$ cat config.mk
export PLATFORM = sky130hd
export DESIGN_NAME = dseg_source_arbiter
export DESIGN_NICKNAME = d
export VERILOG_FILES = /design/src/rtl/dseg_source_arbiter.sv
export SDC_FILE = /design/constraint.sdc
export NUM_CORES = 1
export LEC_CHECK = 0
export ABC_AREA = 1
export CAP_MARGIN = 20
export CORE_MARGIN = 4
export CORE_UTILIZATION = 30
export DETAILED_ROUTE_END_ITERATION = 7
export MAX_ROUTING_LAYER = met4
export PLACE_DENSITY_LB_ADDON = 0.25
export SYNTH_ARGS = -nofsm -noshare
export SYNTH_HDL_FRONTEND = slang
export SYNTH_SLANG_ARGS = --single-unit
$ cat constraint.sdc
create_clock -name clk -period 4.1 [get_ports clk]
set_input_delay 1.23 -clock clk [delete_from_list [all_inputs] [get_ports clk]]
set_output_delay 1.23 -clock clk [all_outputs]
set_load 0.02 [all_outputs]
$ cat src/rtl/dseg_source_arbiter.sv
// dseg_source_arbiter: shares the segment driver's 16-bit display word among
// three requesters using round-robin with a minimum dwell per grant and
// optional urgent preemption by requester 2.
//
// Ports:
//   clk, rst_n   - 25 MHz clock, asynchronous active-low reset
//   req[2:0]     - level requests, bit i = requester i
//   num0..num2   - display words of requesters 0..2
//   grant[2:0]   - one-hot current owner, 000 when idle
//   display_num  - registered word for the segment driver
//   dseg_blank   - 1 when nothing is granted
//   dseg_update  - one-cycle pulse on every owner change
module dseg_source_arbiter #(
  parameter int unsigned HOLD_CYCLES = 25_000_000,
  parameter logic [15:0] IDLE_NUM    = 16'h0000,
  parameter bit          URGENT_EN   = 1'b1
) (
  input  logic        clk,
  input  logic        rst_n,
  input  logic [2:0]  req,
  input  logic [15:0] num0,
  input  logic [15:0] num1,
  input  logic [15:0] num2,
  output logic [2:0]  grant,
  output logic [15:0] display_num,
  output logic        dseg_blank,
  output logic        dseg_update
);

  localparam int unsigned NUM_W   = 16;
  localparam int unsigned DWELL_W = (HOLD_CYCLES > 1) ? $clog2(HOLD_CYCLES) : 1;
  localparam logic [DWELL_W-1:0] DWELL_LAST = DWELL_W'(HOLD_CYCLES - 1);

  typedef enum logic {IDLE, HOLD} state_t;

  state_t             state;
  logic [1:0]         ptr;
  logic [DWELL_W-1:0] dwell;

  logic [1:0] cand1;
  logic [1:0] cand2;
  logic [1:0] rr_idx;
  logic       rr_valid;
  logic       urgent;

  function automatic logic [1:0] inc3(input logic [1:0] x);
    return (x == 2'd2) ? 2'd0 : 2'(x + 2'd1);
  endfunction

  function automatic logic [NUM_W-1:0] pick_num(input logic [1:0]       idx,
                                                input logic [NUM_W-1:0] a,
                                                input logic [NUM_W-1:0] b,
                                                input logic [NUM_W-1:0] c);
    case (idx)
      2'd0:    return a;
      2'd1:    return b;
      default: return c;
    endcase
  endfunction

  // Round-robin pick: ptr+1, ptr+2, then ptr itself. In HOLD ptr is the
  // owner, so a pick equal to ptr means only the owner is still asking.
  always_comb begin
    cand1    = inc3(ptr);
    cand2    = inc3(cand1);
    rr_idx   = ptr;
    rr_valid = 1'b0;
    if (req[cand1]) begin
      rr_idx   = cand1;
      rr_valid = 1'b1;
    end else if (req[cand2]) begin
      rr_idx   = cand2;
      rr_valid = 1'b1;
    end else if (req[ptr]) begin
      rr_idx   = ptr;
      rr_valid = 1'b1;
    end
  end

  // Requester 2 may cut into another owner's dwell; never preempts itself.
  always_comb begin
    urgent = URGENT_EN && (ptr != 2'd2) && req[2];
  end

  // Arbiter state, dwell timer and registered outputs.
  always_ff @(posedge clk or negedge rst_n) begin
    if (!rst_n) begin
      state       <= IDLE;
      ptr         <= 2'd2;
      dwell       <= '0;
      grant       <= 3'b000;
      display_num <= IDLE_NUM;
      dseg_blank  <= 1'b1;
      dseg_update <= 1'b0;
    end else begin
      dseg_update <= 1'b0;
      case (state)
        IDLE: begin
          if (rr_valid) begin
            state       <= HOLD;
            ptr         <= rr_idx;
            dwell       <= '0;
            grant       <= 3'b001 << rr_idx;
            display_num <= pick_num(rr_idx, num0, num1, num2);
            dseg_blank  <= 1'b0;
            dseg_update <= 1'b1;
          end
        end
        HOLD: begin
          if (urgent) begin
            ptr         <= 2'd2;
            dwell       <= '0;
            grant       <= 3'b100;
            display_num <= num2;
            dseg_update <= 1'b1;
          end else if (dwell == DWELL_LAST) begin
            dwell <= '0;
            if (rr_valid) begin
              ptr         <= rr_idx;
              grant       <= 3'b001 << rr_idx;
              display_num <= pick_num(rr_idx, num0, num1, num2);
              dseg_update <= (rr_idx != ptr);
            end else begin
              state       <= IDLE;
              grant       <= 3'b000;
              display_num <= IDLE_NUM;
              dseg_blank  <= 1'b1;
            end
          end else begin
            dwell       <= dwell + DWELL_W'(1);
            display_num <= pick_num(ptr, num0, num1, num2);
          end
        end
        default: state <= IDLE;
      endcase
    end
  end

endmodule

==> impl_metrics.yaml <==
run_status:
  status: "finished clean"
timing:
  drv_slew: 0
  setup_viol: 0
  fmaxAchievable_ghz: 0.279
  setup_tns_ns: 0
  fin_ws_ns: 0.518
  whs_ns: 0.493
  rsz0062_at_grt: "false"
  min_period_ns: 3.58
  max_slew.worst_pin.slew_ns: 0.827
  timing.slew.headroom: 0.449
  hold_violations: 0
  min_period_over_period: 0.874
  finalClockSkew_ns: 0.0120
cts:
  clk_path_buf_depth: 2
  cts_tree: "yes"
  post_cts_buffers: 0
  cts_htree_levels: 2
  cts_made_buffers: 5
  cts_sinks: 49
  clk-insertion-delay-late_ns: 0.29
  hold_buffers: 0
  root_buffer: "clkbuf_16"
  cts_resized: 0
  clk_pin_slew_worst_paths_ns: 0.07
synthesis:
  synthCells: 547
  synth.top_cell.area_share: 0.333
  synth-simple-area-share: 0.467
  netlist_area_sq_um: 3530
  synth_nets: 602
  synth_warnings: 0
  synth_xor_area_frac: 0.0248
  synth_area_leaders: "dfrtp_1, nand2_1, nand3_1"
  synth_top_family_by_area: "simple AND/OR/NAND/NOR gates"
  synthAdderAreaFrac: 0.00708
  yosys.cell_types.count: 35
  synth_compound_area_frac: 0.0488
  synth_seq_area_share: 0.348
  muxShareOfSynthArea: 0.00283
  synth_top_area_cell: "dfrtp_1"
  syn_avg_cell_area_sq_um: 6.46
  ys_ff_latch: 49
min_path:
  min_path_type: "reg2reg"
route:
  drtPass1Iterations: 5
  vias: 3758
  post_drt_via_cell_ratio: 4.96
  wl_per_cell_um: 14.6
  routed_wl_um: 11000
  postRouteAntennaNets: 0
  drtIter0Drc: 263
  drc: 0
critical_path:
  worst_ep_arrival_time_ns: 3.76
  crit_fanout: 44
  startpoint_type: "input port"
  cp.required_ns: 4.28
  cp-end-kind: "register"
  crit_type: "in2reg"
die:
  core.rowCount: 39
  core_area_sq_um: 11500
  initial_core_util: 0.308
  dieHeight_um: 117
  die_x_um: 117
  io_pins: 74
  die_area_sq_um: 13600
global_routing:
  track_usage: 0.172
  grt_pass1_vias: 3760
  grt_max_degree: 45
  grt_pass1_wl_um: 18100
  overflow: 0
  antenna_found_initial: 0
finish:
  utilization: 0.397
  layout_common_cells: "nand2_1, clkdlybuf4s50_1, nand3_1"
  final_nets: 668
  n_antenna_cell: 0
  final_common_cell: "nand2_1"
  final_cell_area_sq_um: 4550
  fill_cells: 1192
  drive_gt1_frac: 0.0798
  layout-area-overhead-vs-synth_pct: 28.8
pwr:
  leakagePower_nw: 2.22
  irDropWorstVdd_mv: 0.245
  power_density_nw_per_um2: 539
job:
  drv_cap: 0
place:
  post_dp_cell_area_sq_um: 4380
  place_hpwl_um: 8530
  place_worst_setup_slack_ns: 0.212
  portBuffers: 73
  gp_congestion: 0.930
==> sequential cells by signal (all words and copies together) (netlist names) <==
name / count
state: 1
grant: 3
dseg_blank: 1
dseg_update: 1
display_num: 16
ptr: 2
dwell: 25
==> stage by stage <==
stage	power, W	cells
finish	0.00245	757
global route	0.00265	757
CTS	0.00247	757
detailed placement	0.00198	749
global placement	0.00196	749
floorplan	0.00154	547
==> routing by layer <==
layer	vias up	track usage	routed length [um]
li1	1876	-	-
met1	1748	0.215	4900
met2	117	0.286	5300
met3	17	0.0311	600
met4	0	0.0451	218
met5	-	-	0
==> power breakdown <==
group | leakage (nW) | internal [W] | total, W | switching (W)
sequential | 0.632 | 0.000593 | 0.000692 | 0.0000987
combinational | 1.51 | 0.000460 | 0.00127 | 0.000808
clock | 0.0831 | 0.000305 | 0.000492 | 0.000188
==> synthesized netlist by cell type, drive strengths merged <==
| master | number |
|---|---|
| a211oi | 1 |
| a21oi | 9 |
| a221oi | 2 |
| buf | 12 |
| clkbuf | 8 |
| clkinv | 3 |
| dfrtp | 47 |
| dfstp | 2 |
| ha | 2 |
| inv | 64 |
| mux2i | 1 |
| nand2 | 196 |
| nand3 | 70 |
| nand3b | 1 |
| nand4 | 23 |
| nor2 | 45 |
| nor3 | 14 |
| nor3b | 3 |
| nor4 | 3 |
| o211a | 1 |
| o211ai | 1 |
| o21a | 1 |
| o21ai | 11 |
| o31ai | 2 |
| or2 | 15 |
| xnor2 | 2 |
| xor2 | 8 |
==> cells by family after synthesis <==
family	after synthesis
xor gates and xnor gates	10
AOI/OAI and AO/OA	28
and+or+nand+nor	370
adders and majority gates	2
DFF	49
muxes	1
buffers and inverters	87
==> area by class of cell <==
class	instances	area, sq um	area share
Multi-Input combinational cell	411	1950	0.428
Sequential cell	49	1230	0.270
Timing Repair Buffer	79	771	0.169
Inverter	67	251	0.0552
Tap cell	143	179	0.0393
Clock buffer	6	139	0.0305
Clock inverter	2	37.5	0.00824
==> path summary, 6_finish.rpt <==
| check | start | slack, ns | cells after the start | to |
|---|---|---|---|---|
| worst max-delay path | req[2] | 0.52 | 12 | display_num[15] |
| worst min register to register | dseg_blank | 0.49 | 2 | dseg_blank |
| worst min-delay path | dseg_blank | 0.49 | 2 | dseg_blank |
| min in group asynchronous | rst_n | 1.03 | 1 | grant[0] |
| max in group asynchronous | rst_n | 2.37 | 2 | dwell[15] |
| worst max register to register | ptr[0] | 0.92 | 12 | display_num[15] |
==> critical path: stages <==
cell and delay [ns]:
clkdlybuf4s50_1 0.44, inv_1 0.13, nor2_1 0.09, nor2_2 0.19, nand2_1 0.09, nor3_1 0.27
ha_1 0.45, clkinv_1 0.15, buf_4 0.28, or2_2 0.32, nand2_1 0.06, inv_1 0.03
Power figures use the tool's default switching activity.
==> patch: new RTL, config.mk and constraints unchanged <==
Set the parameter `HOLD_CYCLES` to 50_000_000 (it was 25_000_000).
--- a/src/rtl/dseg_source_arbiter.sv
+++ b/src/rtl/dseg_source_arbiter.sv
@@ -12,5 +12,5 @@
 //   dseg_update  - one-cycle pulse on every owner change
 module dseg_source_arbiter #(
-  parameter int unsigned HOLD_CYCLES = 25_000_000,
+  parameter int unsigned HOLD_CYCLES = 50_000_000,
   parameter logic [15:0] IDLE_NUM    = 16'h0000,
   parameter bit          URGENT_EN   = 1'b1
Behaviour: same outputs for any inputs over 10 cycles, from zero or initial values and one cycle with rst_n low; that may be too few to reach the edited logic, so the function may still have changed.
==> patch against the original RTL <==
- sequential cell count grew 1
- clock power is 18% lower
- power grew 5.2%
- setup slack improved by 0.048 ns
- fmax is 1.4% higher
- wire length is 1.9% lower
- synthesized area rose by 1.8%
- final area up 0.14%
- critical path type unchanged
- critical endpoint is now dwell[19]
- largest cell class unchanged
- highest routed layer unchanged
==> patch: results (changes against the original RTL) <==
run_status:
  status: "finished, final reports clean"
synthesis:
  yosys.area.top_type_share_pct: 33.4  # +0.11 points
  yosysWarningCount: 0  # unchanged
  yosys-top-cells-count: "nand2_1 (145), nor2_1 (63), inv_1 (53)"
  yosysSeqAreaShare_pct: 34.8  # +0.079 points
  yosys-top-cells-area: "dfrtp_1 (33%), nand2_1 (15%), nor2_1 (6.6%)"
  yosysUniqueCellTypes: 41  # +17%
hold_path:
  hold_path.class: "reg -> reg"
placed_design:
  dpl.hpwl_um: 7900  # -7.4%
  globalplace.congestion: 0.880  # -5.3%
global_route:
  track_usage_pct: 16.1  # -1.1 points
  grt_pass1_vias: 3596  # -4.4%
  grt_max_degree: 37  # -18%
detailed_routing:
  drtIter0Drc: 231  # -12%
  vias: 3729  # -0.77%
  drtPass1Iterations: 5  # unchanged
  wl_per_cell_um: 14.6  # +0.35%
critical_path:
  path_max_fanout: 4  # -91%
  cpPeakStageDelay_ns: 0.53  # +0.08 ns
  slowest_stage: "clkdlybuf4s50_1"
  cp_top_family: "simple AND/OR/NAND/NOR gates"
  crit_arrival_ns: 3.69  # -0.07 ns
sta:
  skew_ns: 0.00603  # -0.00600 ns
  relSlewSlack_pct: 45.7  # +0.84 points
final_layout:
  layout.nets: 653  # -2.2%
  drive_above_1_share_pct: 7.20  # -0.78 points
  fill_cells: 1175  # -1.4%
  reg_top3: "dwell: 26 flops, display_num: 16 flops, grant: 3 flops"
pwr:
  p_leak_nw: 2.11  # -5.2%
  power_switching_mw: 1.20  # +9.6%
  ir_drop_v: 0.000266  # +8.4%
## patch: cell types whose count changed in the layout (fill, tap and decap cells not counted), sizes merged, moves of 4 or more
cell	change
a21oi	+26
nand2	-44
nand4	-6
o21ai	+13
or2	-12
nor2	+25
o21bai	+7
inv	-4
nand3	-20
## patch: path summary, 6_finish.rpt
| path | slack [ns] | endpoint | startpoint |
|---|---|---|---|
| min | 0.50 | grant[0] | grant[0] |
| max reg2reg | 0.99 | dwell[19] | ptr[1] |
| max | 0.57 | dwell[19] | req[2] |
| max in group asynchronous | 2.27 | dseg_blank | rst_n |
| min reg2reg | 0.50 | grant[0] | grant[0] |
| min in group asynchronous | 1.04 | dwell[25] | rst_n |
## patch: routing by layer
layer,global-route usage [%],vias up,share of wire [%]
met5,-,-,0
met4,4.18,0,1.5
met3,2.35,14,5.1
met2,25.4,110,47
met1,21.7,1737,46
li1,-,1868,-
## patch: stage by stage
stage          worst slack, ns  std cells  hold WS, ns  area, um^2
6_report                 0.565        740        0.498        4560
5_1_grt                  0.301        740        0.517        4560
4_1_cts                  0.562        740        0.496        4560
3_5_place_dp             0.273        734        0.481        4420
3_3_place_gp             0.398        734        0.492        4420
2_1_floorplan             1.05        533        0.489        3600
## patch: worst reg2reg max path: stages (launching register included)
cell and delay [ns]:
dfstp_2 0.90, nor2_4 0.23, nand2_2 0.13, nand3_2 0.12, nand3_2 0.11, inv_2 0.06, ha_1 0.22, nor3_1 0.39
nand2_1 0.14, nor3_1 0.26, nand4_1 0.18, nor3_1 0.17, nor3_1 0.07
## patch: layout make-up
type                    instances  share of cell area (%)
clock buffers                   6                    3.05
inverters                      61                    5.08
multi-input cells             403                    43.9
flip-flops and latches         50                    27.5
well taps                     143                    3.92
repair buffers                 77                    16.6
## patch: kinds of logic (layout without fill, tap and decap cells)
family | after synthesis | count (layout) | share of synthesized area (%)
AOI/OAI and AO/OA | 83 | 83 | 13.8
buffers and inverters | 80 | 144 | 9.56
xor gates and xnor gates | 12 | 12 | 2.92
adders and majority gates | 2 | 2 | 0.695
DFF | 50 | 50 | 34.8
and+or+nand+nor | 306 | 306 | 38.2
## patch: power groups by stage
stage	clock, mW	combinational, mW	sequential, mW
after floorplan	0	0.939	0.795
after global placement	0	1.43	0.733
after detailed placement	0	1.45	0.735
after CTS	0.417	1.45	0.726
after global routing	0.438	1.61	0.741
final	0.401	1.45	0.726
